`src/rtl/pc_fetch_ctrl_pkg.sv`:
```
// Shared types and defaults for the PC / instruction-fetch sequencer.
package pc_fetch_ctrl_pkg;

    typedef enum logic [1:0] {
        ST_IDLE = 2'd0,
        ST_REQ  = 2'd1,
        ST_HOLD = 2'd2
    } fetch_state_e;

    localparam int unsigned DEF_PC_W     = 8;
    localparam int unsigned DEF_RESET_PC = 0;
    localparam int unsigned DEF_STEP     = 1;

    // Run/stall decode shared by IDLE, HOLD and the REQ ack cycle.
    function automatic fetch_state_e run_state(input logic run, input logic stall);
        fetch_state_e st_s;
        if (!run) begin
            st_s = ST_IDLE;
        end else if (stall) begin
            st_s = ST_HOLD;
        end else begin
            st_s = ST_REQ;
        end
        return st_s;
    endfunction

endpackage

```
`src/rtl/pc_fetch_ctrl_if.sv`:
```
// Core-control and instruction-memory signals of the fetch sequencer.
interface pc_fetch_ctrl_if #(
    parameter int unsigned PC_W = 8
);
    logic            run;
    logic            stall;
    logic            branch_valid;
    logic [PC_W-1:0] branch_target;
    logic            fetch_req;
    logic [PC_W-1:0] fetch_addr;
    logic            fetch_ack;
    logic            instr_valid;
    logic [PC_W-1:0] instr_pc;
    logic [PC_W-1:0] pc;
    logic            busy;

    modport master (
        input  run, stall, branch_valid, branch_target, fetch_ack,
        output fetch_req, fetch_addr, instr_valid, instr_pc, pc, busy
    );

    modport slave (
        output run, stall, branch_valid, branch_target, fetch_ack,
        input  fetch_req, fetch_addr, instr_valid, instr_pc, pc, busy
    );
endinterface

```
`src/rtl/pc_fetch_ctrl_next_sel.sv`:
```
// Next-PC selection: a fresh branch beats a pending redirect, which beats the increment.
module pc_next_sel #(
    parameter int unsigned PC_W = 8,
    parameter int unsigned STEP = 1
) (
    input  logic [PC_W-1:0] pc,
    input  logic            redirect_pend,
    input  logic [PC_W-1:0] pend_target,
    input  logic            branch_valid,
    input  logic [PC_W-1:0] branch_target,
    output logic [PC_W-1:0] next_pc,
    output logic            squash
);
    logic [PC_W-1:0] inc_pc_s;

    // Increment wraps silently at 2^PC_W.
    assign inc_pc_s = pc + PC_W'(STEP);
    assign squash   = redirect_pend | branch_valid;
    assign next_pc  = branch_valid  ? branch_target :
                      redirect_pend ? pend_target   : inc_pc_s;
endmodule

```
`src/rtl/pc_fetch_ctrl.sv`:
```
// Program-counter sequencer driving a req/ack instruction-fetch port.
module pc_fetch_ctrl
    import pc_fetch_ctrl_pkg::*;
#(
    parameter int unsigned PC_W     = DEF_PC_W,
    parameter int unsigned RESET_PC = DEF_RESET_PC,
    parameter int unsigned STEP     = DEF_STEP
) (
    input  logic           clk,
    input  logic           rst,
    pc_fetch_ctrl_if.master bus
);
    fetch_state_e    state_r;
    fetch_state_e    state_nxt_s;
    logic [PC_W-1:0] pc_r;
    logic            pend_r;
    logic [PC_W-1:0] pend_target_r;
    logic            fetch_req_r;
    logic            instr_valid_r;
    logic [PC_W-1:0] instr_pc_r;
    logic            busy_r;
    logic [PC_W-1:0] next_pc_s;
    logic            squash_s;

    pc_next_sel #(
        .PC_W (PC_W),
        .STEP (STEP)
    ) u_next_sel (
        .pc            (pc_r),
        .redirect_pend (pend_r),
        .pend_target   (pend_target_r),
        .branch_valid  (bus.branch_valid),
        .branch_target (bus.branch_target),
        .next_pc       (next_pc_s),
        .squash        (squash_s)
    );

    assign state_nxt_s = run_state(bus.run, bus.stall);

    // FSM, PC, pending redirect and registered outputs.
    always_ff @(posedge clk) begin
        if (rst) begin
            state_r       <= ST_IDLE;
            pc_r          <= PC_W'(RESET_PC);
            pend_r        <= 1'b0;
            pend_target_r <= {PC_W{1'b0}};
            fetch_req_r   <= 1'b0;
            instr_valid_r <= 1'b0;
            instr_pc_r    <= {PC_W{1'b0}};
            busy_r        <= 1'b0;
        end else begin
            case (state_r)
                ST_REQ: begin
                    if (bus.fetch_ack) begin
                        pc_r          <= next_pc_s;
                        instr_valid_r <= ~squash_s;
                        instr_pc_r    <= pc_r;
                        pend_r        <= 1'b0;
                        state_r       <= state_nxt_s;
                        fetch_req_r   <= (state_nxt_s == ST_REQ);
                        busy_r        <= (state_nxt_s != ST_IDLE);
                    end else begin
                        // Request stays up unchanged; a branch is only remembered.
                        instr_valid_r <= 1'b0;
                        if (bus.branch_valid) begin
                            pend_r        <= 1'b1;
                            pend_target_r <= bus.branch_target;
                        end else begin
                            pend_r        <= pend_r;
                        end
                    end
                end
                ST_IDLE, ST_HOLD: begin
                    // Nothing in flight, so a branch lands on the PC directly.
                    instr_valid_r <= 1'b0;
                    if (bus.branch_valid) begin
                        pc_r <= next_pc_s;
                    end else begin
                        pc_r <= pc_r;
                    end
                    state_r     <= state_nxt_s;
                    fetch_req_r <= (state_nxt_s == ST_REQ);
                    busy_r      <= (state_nxt_s != ST_IDLE);
                end
                default: begin
                    state_r       <= ST_IDLE;
                    pend_r        <= 1'b0;
                    fetch_req_r   <= 1'b0;
                    instr_valid_r <= 1'b0;
                    busy_r        <= 1'b0;
                end
            endcase
        end
    end

    assign bus.fetch_req   = fetch_req_r;
    assign bus.fetch_addr  = pc_r;
    assign bus.instr_valid = instr_valid_r;
    assign bus.instr_pc    = instr_pc_r;
    assign bus.pc          = pc_r;
    assign bus.busy        = busy_r;
endmodule

```
`src/flat_wrapper.sv`:
```
// flat-port wrapper written by rule: the top's interface ports become plain ports
module pc_fetch_ctrl_flat import pc_fetch_ctrl_pkg::*;
#(
    parameter int unsigned PC_W     = DEF_PC_W,
    parameter int unsigned RESET_PC = DEF_RESET_PC,
    parameter int unsigned STEP     = DEF_STEP
)
  (clk, rst, bus_run, bus_stall, bus_branch_valid, bus_branch_target, bus_fetch_ack, bus_fetch_req, bus_fetch_addr, bus_instr_valid, bus_instr_pc, bus_pc, bus_busy);
  pc_fetch_ctrl_if #(.PC_W(PC_W)) bus_i ();
  input  logic clk;
  input  logic rst;
  input wire logic [$bits(bus_i.run)-1:0] bus_run;
  input wire logic [$bits(bus_i.stall)-1:0] bus_stall;
  input wire logic [$bits(bus_i.branch_valid)-1:0] bus_branch_valid;
  input wire logic [$bits(bus_i.branch_target)-1:0] bus_branch_target;
  input wire logic [$bits(bus_i.fetch_ack)-1:0] bus_fetch_ack;
  output wire logic [$bits(bus_i.fetch_req)-1:0] bus_fetch_req;
  output wire logic [$bits(bus_i.fetch_addr)-1:0] bus_fetch_addr;
  output wire logic [$bits(bus_i.instr_valid)-1:0] bus_instr_valid;
  output wire logic [$bits(bus_i.instr_pc)-1:0] bus_instr_pc;
  output wire logic [$bits(bus_i.pc)-1:0] bus_pc;
  output wire logic [$bits(bus_i.busy)-1:0] bus_busy;
  assign bus_i.run = bus_run;
  assign bus_i.stall = bus_stall;
  assign bus_i.branch_valid = bus_branch_valid;
  assign bus_i.branch_target = bus_branch_target;
  assign bus_i.fetch_ack = bus_fetch_ack;
  assign bus_fetch_req = bus_i.fetch_req;
  assign bus_fetch_addr = bus_i.fetch_addr;
  assign bus_instr_valid = bus_i.instr_valid;
  assign bus_instr_pc = bus_i.instr_pc;
  assign bus_pc = bus_i.pc;
  assign bus_busy = bus_i.busy;
  pc_fetch_ctrl #(.PC_W(PC_W), .RESET_PC(RESET_PC), .STEP(STEP)) u_core (.clk(clk), .rst(rst), .bus(bus_i));
endmodule
```
`config.mk`:
```
export PLATFORM = sky130hd
export DESIGN_NAME = pc_fetch_ctrl_flat
export DESIGN_NICKNAME = d
export VERILOG_FILES = /design/src/rtl/pc_fetch_ctrl_pkg.sv /design/src/rtl/pc_fetch_ctrl_if.sv /design/src/rtl/pc_fetch_ctrl_next_sel.sv /design/src/rtl/pc_fetch_ctrl.sv /design/src/flat_wrapper.sv
export SDC_FILE = /design/constraint.sdc
export NUM_CORES = 1
export LEC_CHECK = 0
export CAP_MARGIN = 20
export CORE_ASPECT_RATIO = 2
export CORE_MARGIN = 1.5
export CORE_UTILIZATION = 50
export CTS_CLUSTER_DIAMETER = 120
export DETAILED_ROUTE_END_ITERATION = 8
export HOLD_SLACK_MARGIN = 0.06
export PLACE_DENSITY = 0.92
export SYNTH_ARGS = -nofsm -noshare
export SYNTH_HDL_FRONTEND = slang
export SYNTH_SLANG_ARGS = --single-unit
```
`constraint.sdc`:
```
create_clock -name clk -period 2.5 [get_ports clk]
set_input_delay 0.25 -clock clk [delete_from_list [all_inputs] [get_ports clk]]
set_output_delay 0.25 -clock clk [all_outputs]
set_load 0.01 [all_outputs]
```
* Word-level counts from Yosys, hierarchy flattened
Cells that the tools add are included.
Word-level totals: output and inout port bits 27, word-level logic and storage cells 45, bits in registers 30, input bits 14
Operators by class: bitwise operators 5, reductions and logical operators 9, equality and inequality tests 6, add/subtract/negate cells 1, mux-type cells 16
Operator list (number):
- $mux 8 | 4
- $pmux 8 s2 | 1
- $add 8x1->8 const B | 1
- $mux 2 | 3
- $pmux 1 s2 | 3
- $reduce_and 3->1 | 2
- $eq 2x1->1 const B | 2
- $mux 1 | 4
- $ne 2x2->1 const B | 2
- $not 1->1 | 4
- $pmux 2 s2 | 1
- $reduce_and 2->1 | 2
- $reduce_bool 2->1 | 2
- $ne 3x3->1 const B | 1
- $reduce_or 3->1 | 1
- $eq 2x2->1 const B | 1
- $logic_not 2->1 | 1
- $reduce_or 2->1 | 1
- $or 1x1->1 | 1

* Longest topological paths before layout
Gate-level depths: netlist of the first run.
depth after elaboration 5, depth in mapped cells 6, depth with buffers taken out 5

* Hierarchy
Synthesis of the first run repeated with hierarchy kept, for this count alone.
Second synthesis, totals: cells, all modules 168, area total of the unflattened synthesis 1503.9 sq um
By module, submodules not included:
- pc_fetch_ctrl | times used 1, cells each 121, sequential area each 580.6 sq um, area an instance 1219.9 sq um
- pc_next_sel | times used 1, cells each 47, sequential area each 0.0 sq um, area an instance 284.0 sq um

* Worst setup path before layout of the first run
OpenSTA, ideal clock, no wires.
path kind flip-flop to flip-flop, start register u_core.state_r[0], end register u_core.pc_r[6] (netlist: u_core.bus.fetch_addr[6]), arrival time 1451 ps, buffers on the path 2, library setup time 133 ps, slack 916 ps, stages on the path, launching flop included 7, data required time 2367 ps, clock period less this slack 1584 ps, cell sequence dfxtp_1 > buf_2 > inv_1 > or3_1 > clkbuf_1 > nor3_2 > a211oi_2
Between the ends: longest elaborated chain between the ends 4, elaborated cells between the ends (all ways) 9, classes of those cells 4 x eq/ne; 1 x mux; 4 x reduce/logical
Ends and longest elaborated chain:
- from (decl) | RTL line pc_fetch_ctrl.sv:13 | fetch_state_e state_r;
- from (signal assigned) | RTL line pc_fetch_ctrl.sv:59 | state_r <= state_nxt_s;
- from (signal assigned) | RTL line pc_fetch_ctrl.sv:81 | state_r <= state_nxt_s;
- $eq 2x2->1 / $logic_not 2->1 (equally long branches) | RTL line pc_fetch_ctrl.sv:52 | case (state_r)
- $reduce_or 2->1 | RTL line pc_fetch_ctrl.sv:52
- $ne 2x2->1 (no source line) / $reduce_bool 2->1 (equally long branches)
- $reduce_and 3->1 (no source line)
- to (signal assigned) | RTL line pc_fetch_ctrl.sv:44 | pc_r <= PC_W'(RESET_PC);
- to (signal assigned) | RTL line pc_fetch_ctrl.sv:55 | pc_r <= next_pc_s;
- to (signal assigned) | RTL line pc_fetch_ctrl.sv:77 | pc_r <= next_pc_s;
- to (decl) | RTL line pc_fetch_ctrl.sv:15 | logic [PC_W-1:0] pc_r;
Several ways; a longest one is shown, not always the timed one. A chain may end at the register's enable or synchronous reset.

* Worst setup path in the final report of the first run
start input bus_fetch_ack, end register u_core.pc_r[6] (netlist: u_core.bus.fetch_addr[6])
Between the ends: longest elaborated chain between the ends 2
Ends and longest elaborated chain:
- from (decl) | RTL line flat_wrapper.sv:16 | input wire logic [$bits(bus_i.fetch_ack)-1:0] bus_fetch_ack;
- $ne 2x2->1 (no source line)
- $reduce_and 3->1 (no source line)
No other way between the ends.

==> results of run 1 <==
-- worst reg2reg max path, delay by kind of cell (launching register included) --
kind / cells / cell delay [ps]
flops: 1 / 500
simple gates: 2 / 950
buf+inv: 1 / 130
compound gates: 1 / 80
-- path summary, 6_finish.rpt --
path / end / slack, ps / cells past startpoint
min: u_core.bus.instr_pc[3]$_SDFFE_PP0P_ / 450 / 2
min reg2reg: u_core.bus.instr_pc[3]$_SDFFE_PP0P_ / 450 / 2
max reg2reg: u_core.bus.fetch_addr[5]$_SDFFE_PP0P_ / 740 / 4
max: u_core.bus.fetch_addr[6]$_SDFFE_PP0P_ / 730 / 5
-- stage by stage --
stage                     worst slack [ps]  utilization [%]
after floorplan                        916                -
after global placement                 488             64.6
after detailed placement               445             64.6
after CTS                              715             67.6
after global routing                   556             67.6
final                                  733             67.6
-- layout by cell type (no fill, tap or decap), types with 2 or more instances in the layout --
| cell | count |
|---|---|
| nand2b_1 | 4 |
| clkbuf_8 | 5 |
| a21oi_1 | 18 |
| inv_1 | 6 |
| nand2_1 | 23 |
| clkdlybuf4s50_1 | 40 |
| dfxtp_1 | 29 |
| nand4_1 | 2 |
| a211oi_1 | 2 |
| clkinv_2 | 2 |
| nor3_1 | 5 |
| nor2_1 | 18 |
| nor4b_1 | 2 |
| mux2i_1 | 10 |
| o21ai_0 | 6 |
| nand3_1 | 2 |
| a311o_1 | 3 |
| a221oi_1 | 2 |
| a211oi_2 | 2 |
| buf_4 | 2 |
| xnor2_1 | 3 |
-- state kept, by name, summed over array words and instances (netlist names) --
signal	flops
u_core.bus.fetch_addr	8
u_core.bus.busy	1
u_core.state_r	2
u_core.bus.instr_pc	8
u_core.bus.instr_valid	1
u_core.pend_r	1
u_core.pend_target_r	8
-- report_power, final --
part	total [µW]	switching [µW]	leakage (µW)	internal [µW]
Sequential	512	31.2	0.000236	480
Clock	366	174	0.0000450	192
Combinational	171	75.6	0.000364	95.1
-- layout make-up --
type	instances	area (µm²)	area share [%]
Timing Repair Buffer	42	415	22.5
Multi-Input combinational cell	118	712	38.5
Sequential cell	29	581	31.4
Tap cell	29	36.3	1.96
Inverter	6	22.5	1.22
Clock inverter	2	10.0	0.541
Clock buffer	6	72.6	3.92
-- routing by layer --
metal  vias up  wire length [µm]  track usage [%]  share of wire [%]
li1        653                 -                -                  -
met1       612              1140             24.1                 36
met2        42              1850             39.7                 58
met3         5               128             7.82                4.0
met4         0                72             13.0                2.3
met5         -                 0                0                  0
-- logic make-up after synthesis --
logic type / share of synthesized area [%]
AND/OR/NAND/NOR: 22.6
multiplexers: 6.97
AO/OA/AOI/OAI: 17.4
adder cells (fa/ha/maj): 0.872
XOR/XNOR: 1.83
flip-flops: 40.5
buffers and inverters: 9.94
==> out/qor.yml, run 1 <==
min_path:
  hp-start: "u_core.bus.instr_pc[3]$_SDFFE_PP0P_"
  min_path_type: "flop to flop"
yosys:
  syn_inst: 174
  synth-seq-cells: 29
  yosys.area.top_type_share_pct: 40.5
  syn_area_per_cell_um2: 8.25
  yosysMostFrequentCell: "dfxtp_1"
  syn_area_um2: 1440
  synth_enable_flop_cells: 0
  synth.top_cells.by_area: "dfxtp_1 (40%), mux2i_1 (7.0%), a21oi_1 (6.3%)"
  syn-num-nets: 189
  yosysUniqueCellTypes: 38
  synthFlopType: "dfxtp_1"
  post_synth_most_frequent_cells: "dfxtp_1 (29), nand2_1 (23), a21oi_1 (18), nor2_1 (18), mux2i_1 (10)"
  yosysWarnings: 0
  yosysTopAreaCell: "dfxtp_1"
  async_flop_share_pct: 0
  ys_seq_area_share_pct: 40.5
setup_path:
  startpoint_type: "input pin"
  r2r-start: "u_core.state_r[0]$_SDFFE_PP0N_"
  cpMaxStageDelayCell: "clkdlybuf4s50_1"
  crit_fanout: 12
  required_ps: 2720
  crit_buf_inv: 1
  crit_arrival_ps: 1980
  endpoint_kind: "flop"
  path_cells: "clkdlybuf4s50_1, and3b_1, or2_1, a311o_1, a211oi_2"
  critical_path.top_delay_family: "simple AND/OR/NAND/NOR gates"
  startpoint: "bus_fetch_ack"
  max_stage_delay_ps: 480
  crit_type: "input pin to flop"
place:
  portBuffers: 40
  routabilityCongestion: 0.861
  dp.cells: 224
  hpwl_um: 2340
  dpl_cell_area_um2: 1770
final_layout:
  drive_gt1_share_pct: 6.40
  diodes: 0
  nFillCells: 231
  design_area_um2: 1850
  instances_no_fill: 232
  syn2layout_area_growth_pct: 28.9
  finalNetCount: 217
detailed_routing:
  drt-total-wl_um: 3190
  vias: 1312
  antenna_left: 0
  dr.pass1.iters: 4
  drc: 0
  avgRoutedWirePerCell_um: 13.8
  drtIter0Drc: 36
  vias_per_cell: 5.66
power_and_ir_drop:
  finalPower_uw: 1050
  peakVddDrop_v: 0.000358
  p_leak_uw: 0.000645
  power_density_nw_per_um2: 567
global_route:
  antenna_found_initial: 0
  grt_max_degree: 25
  grt_pass1_wl_um: 5310
  grt_use_total_pct: 24.0
  globalRouteOverflowTotal: 0
  grt_pass1_vias: 1260
floorplan:
  num_io_pins: 41
  die_w_um: 40.9
  core_um2: 2740
  fp.dieH_um: 78.8
  initial_core_util_pct: 52.4
  die-area_um2: 3220
  std_cell_rows: 27
clock_network:
  htreeDepth: 2
  worstSkewPairLatency_ps: 290
  cts.repair.resized: 0
  tritoncts: "yes"
  hold_buffers: 0
  post_cts_buffers: 0
  cts_root_buf: "clkbuf_8"
  cts.sinks: 29
  ctsLongestPathBuffers: 2
  clk_pin_slew_ps: 70
  cts_made_buffers: 5
sta:
  whs_ps: 453
  min_period_ps: 1770
  tightest_slew_ps: 640
  tns_ps: 0
  fmax_mhz: 566
  slew_headroom_pct: 57.3
  rsz0062_at_grt: "no"
  slew_viol_final: 0
  finalSetupViolations: 0
  skew_ps: 10.2
  hold_viol: 0
  post-route-period-util_pct: 70.7
outcome:
  status: "completed"
job:
  maxCapViolCount: 0
No activity file was read; power rests on OpenSTA's default activity.
==> run 2, diff against run 1 <==
--- a/config.mk
+++ b/config.mk
@@ -8,11 +8,11 @@
 export CAP_MARGIN = 20
 export CORE_ASPECT_RATIO = 2
 export CORE_MARGIN = 1.5
-export CORE_UTILIZATION = 50
+export CORE_UTILIZATION = 42
 export CTS_CLUSTER_DIAMETER = 120
 export DETAILED_ROUTE_END_ITERATION = 8
 export HOLD_SLACK_MARGIN = 0.06
-export PLACE_DENSITY = 0.92
+export PLACE_DENSITY = 0.84
 export SYNTH_ARGS = -nofsm -noshare
 export SYNTH_HDL_FRONTEND = slang
 export SYNTH_SLANG_ARGS = --single-unit
==> constraint.sdc (replaced) <==
create_clock -name clk -period 1.45 [get_ports clk]
set_input_delay 0.145 -clock clk [delete_from_list [all_inputs] [get_ports clk]]
set_output_delay 0.145 -clock clk [all_outputs]
set_load 0.01 [all_outputs]
==> out/qor.yml, run 2 (synthesis gave the netlist of run 1 again) <==
floorplan:
  die-area_um2: 3800
  fp.dieH_um: 85.7
  initial_core_util_pct: 44.4
  core_um2: 3230
  die_w_um: 44.3
  num_io_pins: 41
  std_cell_rows: 29
detailed_routing:
  vias: 1374
  drt-total-wl_um: 3390
  antenna_left: 0
  drtIter0Drc: 26
  drc: 0
  vias_per_cell: 5.47
  dr.pass1.iters: 7
  avgRoutedWirePerCell_um: 13.5
final_layout:
  instances_no_fill: 251
  finalNetCount: 234
  design_area_um2: 2070
  diodes: 0
  fin_util_pct: 64.1
  layout_commonest_cell: "clkdlybuf4s50_1"
  drive_gt1_share_pct: 19.1
  layout_common_cells: "clkdlybuf4s50_1 (35), nand2_1 (23), dfxtp_1 (23)"
  syn2layout_area_growth_pct: 44.3
power_and_ir_drop:
  power_density_nw_per_um2: 945
  peakVddDrop_v: 0.000940
  p_leak_uw: 0.000773
place:
  place_worst_setup_slack_ps: -218
  dpl_cell_area_um2: 1950
  dp.cells: 243
  routabilityCongestion: 0.828
  hpwl_um: 2510
  portBuffers: 40
outcome:
  status: "completed"
sta:
  skew_ps: 4.94
  fmax_mhz: 725
  worst_slack_ps: 69.9
  finalSetupViolations: 0
  slew_headroom_pct: 75.3
  hold_viol: 0
  tightest_slew_ps: 369
  min_period_ps: 1380
  slew_viol_final: 0
  post-route-period-util_pct: 95.2
setup_path:
  required_ps: 1310
  crit_type: "flop to output pin"
  crit_fanout: 9
  crit_buf_inv: 1
  startpoint_type: "flop"
  path_cells: "clkdlybuf4s50_1"
  crit_arrival_ps: 1240
  critical_path.top_delay_family: "buffers and inverters"
  rr_worst_depth: 5
  max_stage_delay_ps: 550
  cp_num_cells: 1
  endpoint_kind: "output pin"
  cpMaxStageDelayCell: "clkdlybuf4s50_1"
min_path:
  min_path_type: "flop to flop"
  hold_depth: 2
global_route:
  grt_max_degree: 20
  antenna_found_initial: 0
  grt_use_total_pct: 20.9
  grt_pass1_vias: 1280
  grt_pass1_wl_um: 5780
  globalRouteOverflowTotal: 0
clock_network:
  cts_root_buf: "clkbuf_8"
  cts_made_buffers: 5
  tritoncts: "yes"
  hold_buffers: 0
  clk_pin_slew_ps: 60
  ctsLongestPathBuffers: 2
  cts.sinks: 29
  worstSkewPairLatency_ps: 290
  htreeDepth: 2
job:
  maxCapViolCount: 0
==> run 2: worst register-to-register path, cell delays in order, from the launching register on <==
cell      delay, ps
dfxtp_1         310
ha_1            230
xnor2_1         140
o21ai_0         160
mux2i_1          90
a211oi_1        320
==> run 2: cell type report <==
class | instances | area (µm²)
fillers | 273 | 1160
multi-input cells | 118 | 741
flip-flops and latches | 29 | 593
repair buffers | 59 | 574
clock buffers | 7 | 96.3
well taps | 31 | 38.8
inverters | 6 | 22.5
clock inverters | 1 | 5.00
==> run 2: path summary, 6_finish.rpt <==
kind	start	end	slack, ps
worst min-delay path	u_core.bus.instr_pc[0]$_SDFFE_PP0P_	u_core.bus.instr_pc[0]$_SDFFE_PP0P_	450
worst min register to register	u_core.bus.instr_pc[0]$_SDFFE_PP0P_	u_core.bus.instr_pc[0]$_SDFFE_PP0P_	450
worst max-delay path	u_core.bus.fetch_addr[3]$_SDFFE_PP0P_	bus_fetch_addr[3]	70
worst max register to register	u_core.bus.fetch_addr[0]$_SDFFE_PP0P_	u_core.bus.fetch_addr[2]$_SDFFE_PP0P_	90
==> run 2: repair_timing <==
action                     4_1_cts  5_1_grt
gates resized for setup          9        7
hold endpoints to repair         0        0
buffers inserted                 0        0
setup endpoints to repair       13        9
==> run 2: through the flow <==
stage	hold WS (ps)	TNS, ps	power [µW]
6_report	451	0	1960
5_1_grt	482	-3.74	2050
3_5_place_dp	445	-2340	1240
4_1_cts	454	0	1980
3_3_place_gp	442	-1830	1240
2_1_floorplan	284	0	1070
==> run 2: power breakdown <==
part / total, µW / internal [µW] / switching, µW
Clock: 731 / 428 / 304
Sequential: 870 / 830 / 39.5
Combinational: 355 / 199 / 156
Total: 1960 / 1460 / 499
==> run 2: layer usage <==
layer  share of wire [%]  wire, µm  global-route usage, %  up-vias
met2                  53      1810                   34.8       45
li1                    -         -                      -      688
met5                   0         0                      0        -
met4                 3.9       133                   14.9        0
met3                 4.3       144                   4.84        8
met1                  38      1300                   21.8      633
==> run 3, diff against run 2 <==
--- a/config.mk
+++ b/config.mk
@@ -8,11 +8,12 @@
 export CAP_MARGIN = 20
 export CORE_ASPECT_RATIO = 2
 export CORE_MARGIN = 1.5
-export CORE_UTILIZATION = 42
+export CORE_UTILIZATION = 44
+export CTS_BUF_LIST = sky130_fd_sc_hd__clkbuf_8
 export CTS_CLUSTER_DIAMETER = 120
 export DETAILED_ROUTE_END_ITERATION = 8
 export HOLD_SLACK_MARGIN = 0.06
-export PLACE_DENSITY = 0.84
+export PLACE_DENSITY = 0.87
 export SYNTH_ARGS = -nofsm -noshare
 export SYNTH_HDL_FRONTEND = slang
 export SYNTH_SLANG_ARGS = --single-unit
==> out/qor.yml, run 3 (synthesis gave the netlist of run 1 again) <==
clock_network:
  hold_buffers: 0
  clk_pin_slew_ps: 60
  worstSkewPairLatency_ps: 290
  cts_root_buf: "clkbuf_8"
  cts_made_buffers: 5
  post_cts_buffers: 0
  cts.sinks: 29
  tritoncts: "yes"
  htreeDepth: 2
  ctsLongestPathBuffers: 2
sta:
  fmax_mhz: 714
  tightest_slew_ps: 330
  worst_slack_ps: 49.4
  slew_headroom_pct: 77.9
  slew_viol_final: 0
  tns_ps: 0
  finalSetupViolations: 0
  hold_viol: 0
  min_period_ps: 1400
  whs_ps: 451
  post-route-period-util_pct: 96.6
  rsz0062_at_grt: "yes"
  skew_ps: 5.36
final_layout:
  diodes: 0
  drive_gt1_share_pct: 19.0
  layout_common_cells: "clkdlybuf4s50_1 (37), nand2_1 (23), dfxtp_1 (21)"
  finalNetCount: 230
  design_area_um2: 2030
  layout_commonest_cell: "clkdlybuf4s50_1"
  nFillCells: 264
  syn2layout_area_growth_pct: 41.2
global_route:
  globalRouteOverflowTotal: 0
  grt_pass1_vias: 1389
  grt_pass1_wl_um: 5910
  antenna_found_initial: 0
  grt_max_degree: 24
  grt_use_total_pct: 21.4
detailed_routing:
  vias_per_cell: 5.67
  drtIter0Drc: 42
  drt-total-wl_um: 3530
  wl_met2_um: 1990
  top_layer: "met4"
  wl_met1_um: 1300
  met3_length_um: 156
  antenna_left: 0
  vias: 1401
  avgRoutedWirePerCell_um: 14.3
  dr.pass1.iters: 4
  drc: 0
power_and_ir_drop:
  power_density_nw_per_um2: 966
  finalPower_uw: 1960
  peakVddDrop_v: 0.000791
  p_leak_uw: 0.000738
floorplan:
  num_io_pins: 41
  fp.dieH_um: 83.8
  core_um2: 3160
  die_w_um: 43.4
  std_cell_rows: 29
  initial_core_util_pct: 45.5
  die-area_um2: 3630
min_path:
  hp-start: "u_core.bus.instr_pc[0]$_SDFFE_PP0P_"
  min_path_type: "flop to flop"
  whs_endpoint: "u_core.bus.instr_pc[0]$_SDFFE_PP0P_"
  hold_depth: 2
setup_path:
  r2r_slack_ps: 70
  required_ps: 1650
  rr_worst_depth: 4
  crit_type: "input pin to flop"
  crit_arrival_ps: 1600
  startpoint_type: "input pin"
  crit_fanout: 8
  endpoint_kind: "flop"
  r2r-start: "u_core.state_r[1]$_SDFFE_PP0N_"
  reg2reg_to: "u_core.bus.fetch_addr[6]$_SDFFE_PP0P_"
job:
  maxCapViolCount: 0
place:
  routabilityCongestion: 0.867
  place_worst_setup_slack_ps: -311
  portBuffers: 40
  dpl_cell_area_um2: 1890
  hpwl_um: 2580
outcome:
  status: "completed"
==> run 3: cell count changes in the layout (fill, tap and decap cells not counted), sizes merged <==
cell and change:
buf -4, clkdlybuf4s50 +2, dlygate4sd2 -2
==> run 3: worst max path at each step <==
stage | start | end | slack (ps) | cells after the start
CTS | u_core.bus.fetch_addr[3]$_SDFFE_PP0P_ | bus_pc[3] | 0.5 | 1
global placement | bus_fetch_ack | u_core.bus.fetch_addr[5]$_SDFFE_PP0P_ | -270 | 5
finish | bus_fetch_ack | u_core.bus.fetch_addr[6]$_SDFFE_PP0P_ | 50 | 5
global route | bus_fetch_ack | u_core.bus.fetch_addr[5]$_SDFFE_PP0P_ | -5 | 5
floorplan | u_core.state_r[0]$_SDFFE_PP0N_ | u_core.bus.fetch_addr[6]$_SDFFE_PP0P_ | 5 | 6
detailed placement | bus_fetch_ack | u_core.bus.fetch_addr[6]$_SDFFE_PP0P_ | -310 | 5
==> run 3: layer usage <==
metal	up-vias	GRT usage, %
met5	-	0
met2	51	37.6
met3	10	4.98
met4	0	11.6
met1	659	22.2
li1	681	-
==> run 3: what timing repair did <==
item,in CTS,in global routing
resized for setup,8,9
pin swaps,0,0
endpoints found under the setup margin,12,15
==> run 3: layout make-up <==
cell class | count | area [µm²] | share of cell area (%)
Clock buffer | 7 | 96.3 | 4.75
Multi-Input combinational cell | 118 | 747 | 36.9
Inverter | 6 | 22.5 | 1.11
Sequential cell | 29 | 596 | 29.4
Tap cell | 31 | 38.8 | 1.91
Clock inverter | 1 | 5.00 | 0.247
Timing Repair Buffer | 55 | 522 | 25.7
==> run 3: critical path, cell delays in order <==
cell	delay, ps
clkdlybuf4s50_1	500
and3b_1	260
or2_4	280
a311o_1	280
a211oi_2	140
==> run 3: metrics by stage <==
stage | std cells | utilization (%)
after detailed placement | 239 | 59.9
after CTS | 247 | 63.3
after floorplan | 174 | -
after global placement | 239 | 59.9
after global routing | 247 | 64.2
final | 247 | 64.2
==> run 3: power breakdown <==
group | leakage (µW) | total, µW | switching (µW) | internal (µW)
registers | 0.000240 | 872 | 41.4 | 831
logic | 0.000444 | 344 | 157 | 187
clock network | 0.0000542 | 742 | 314 | 428
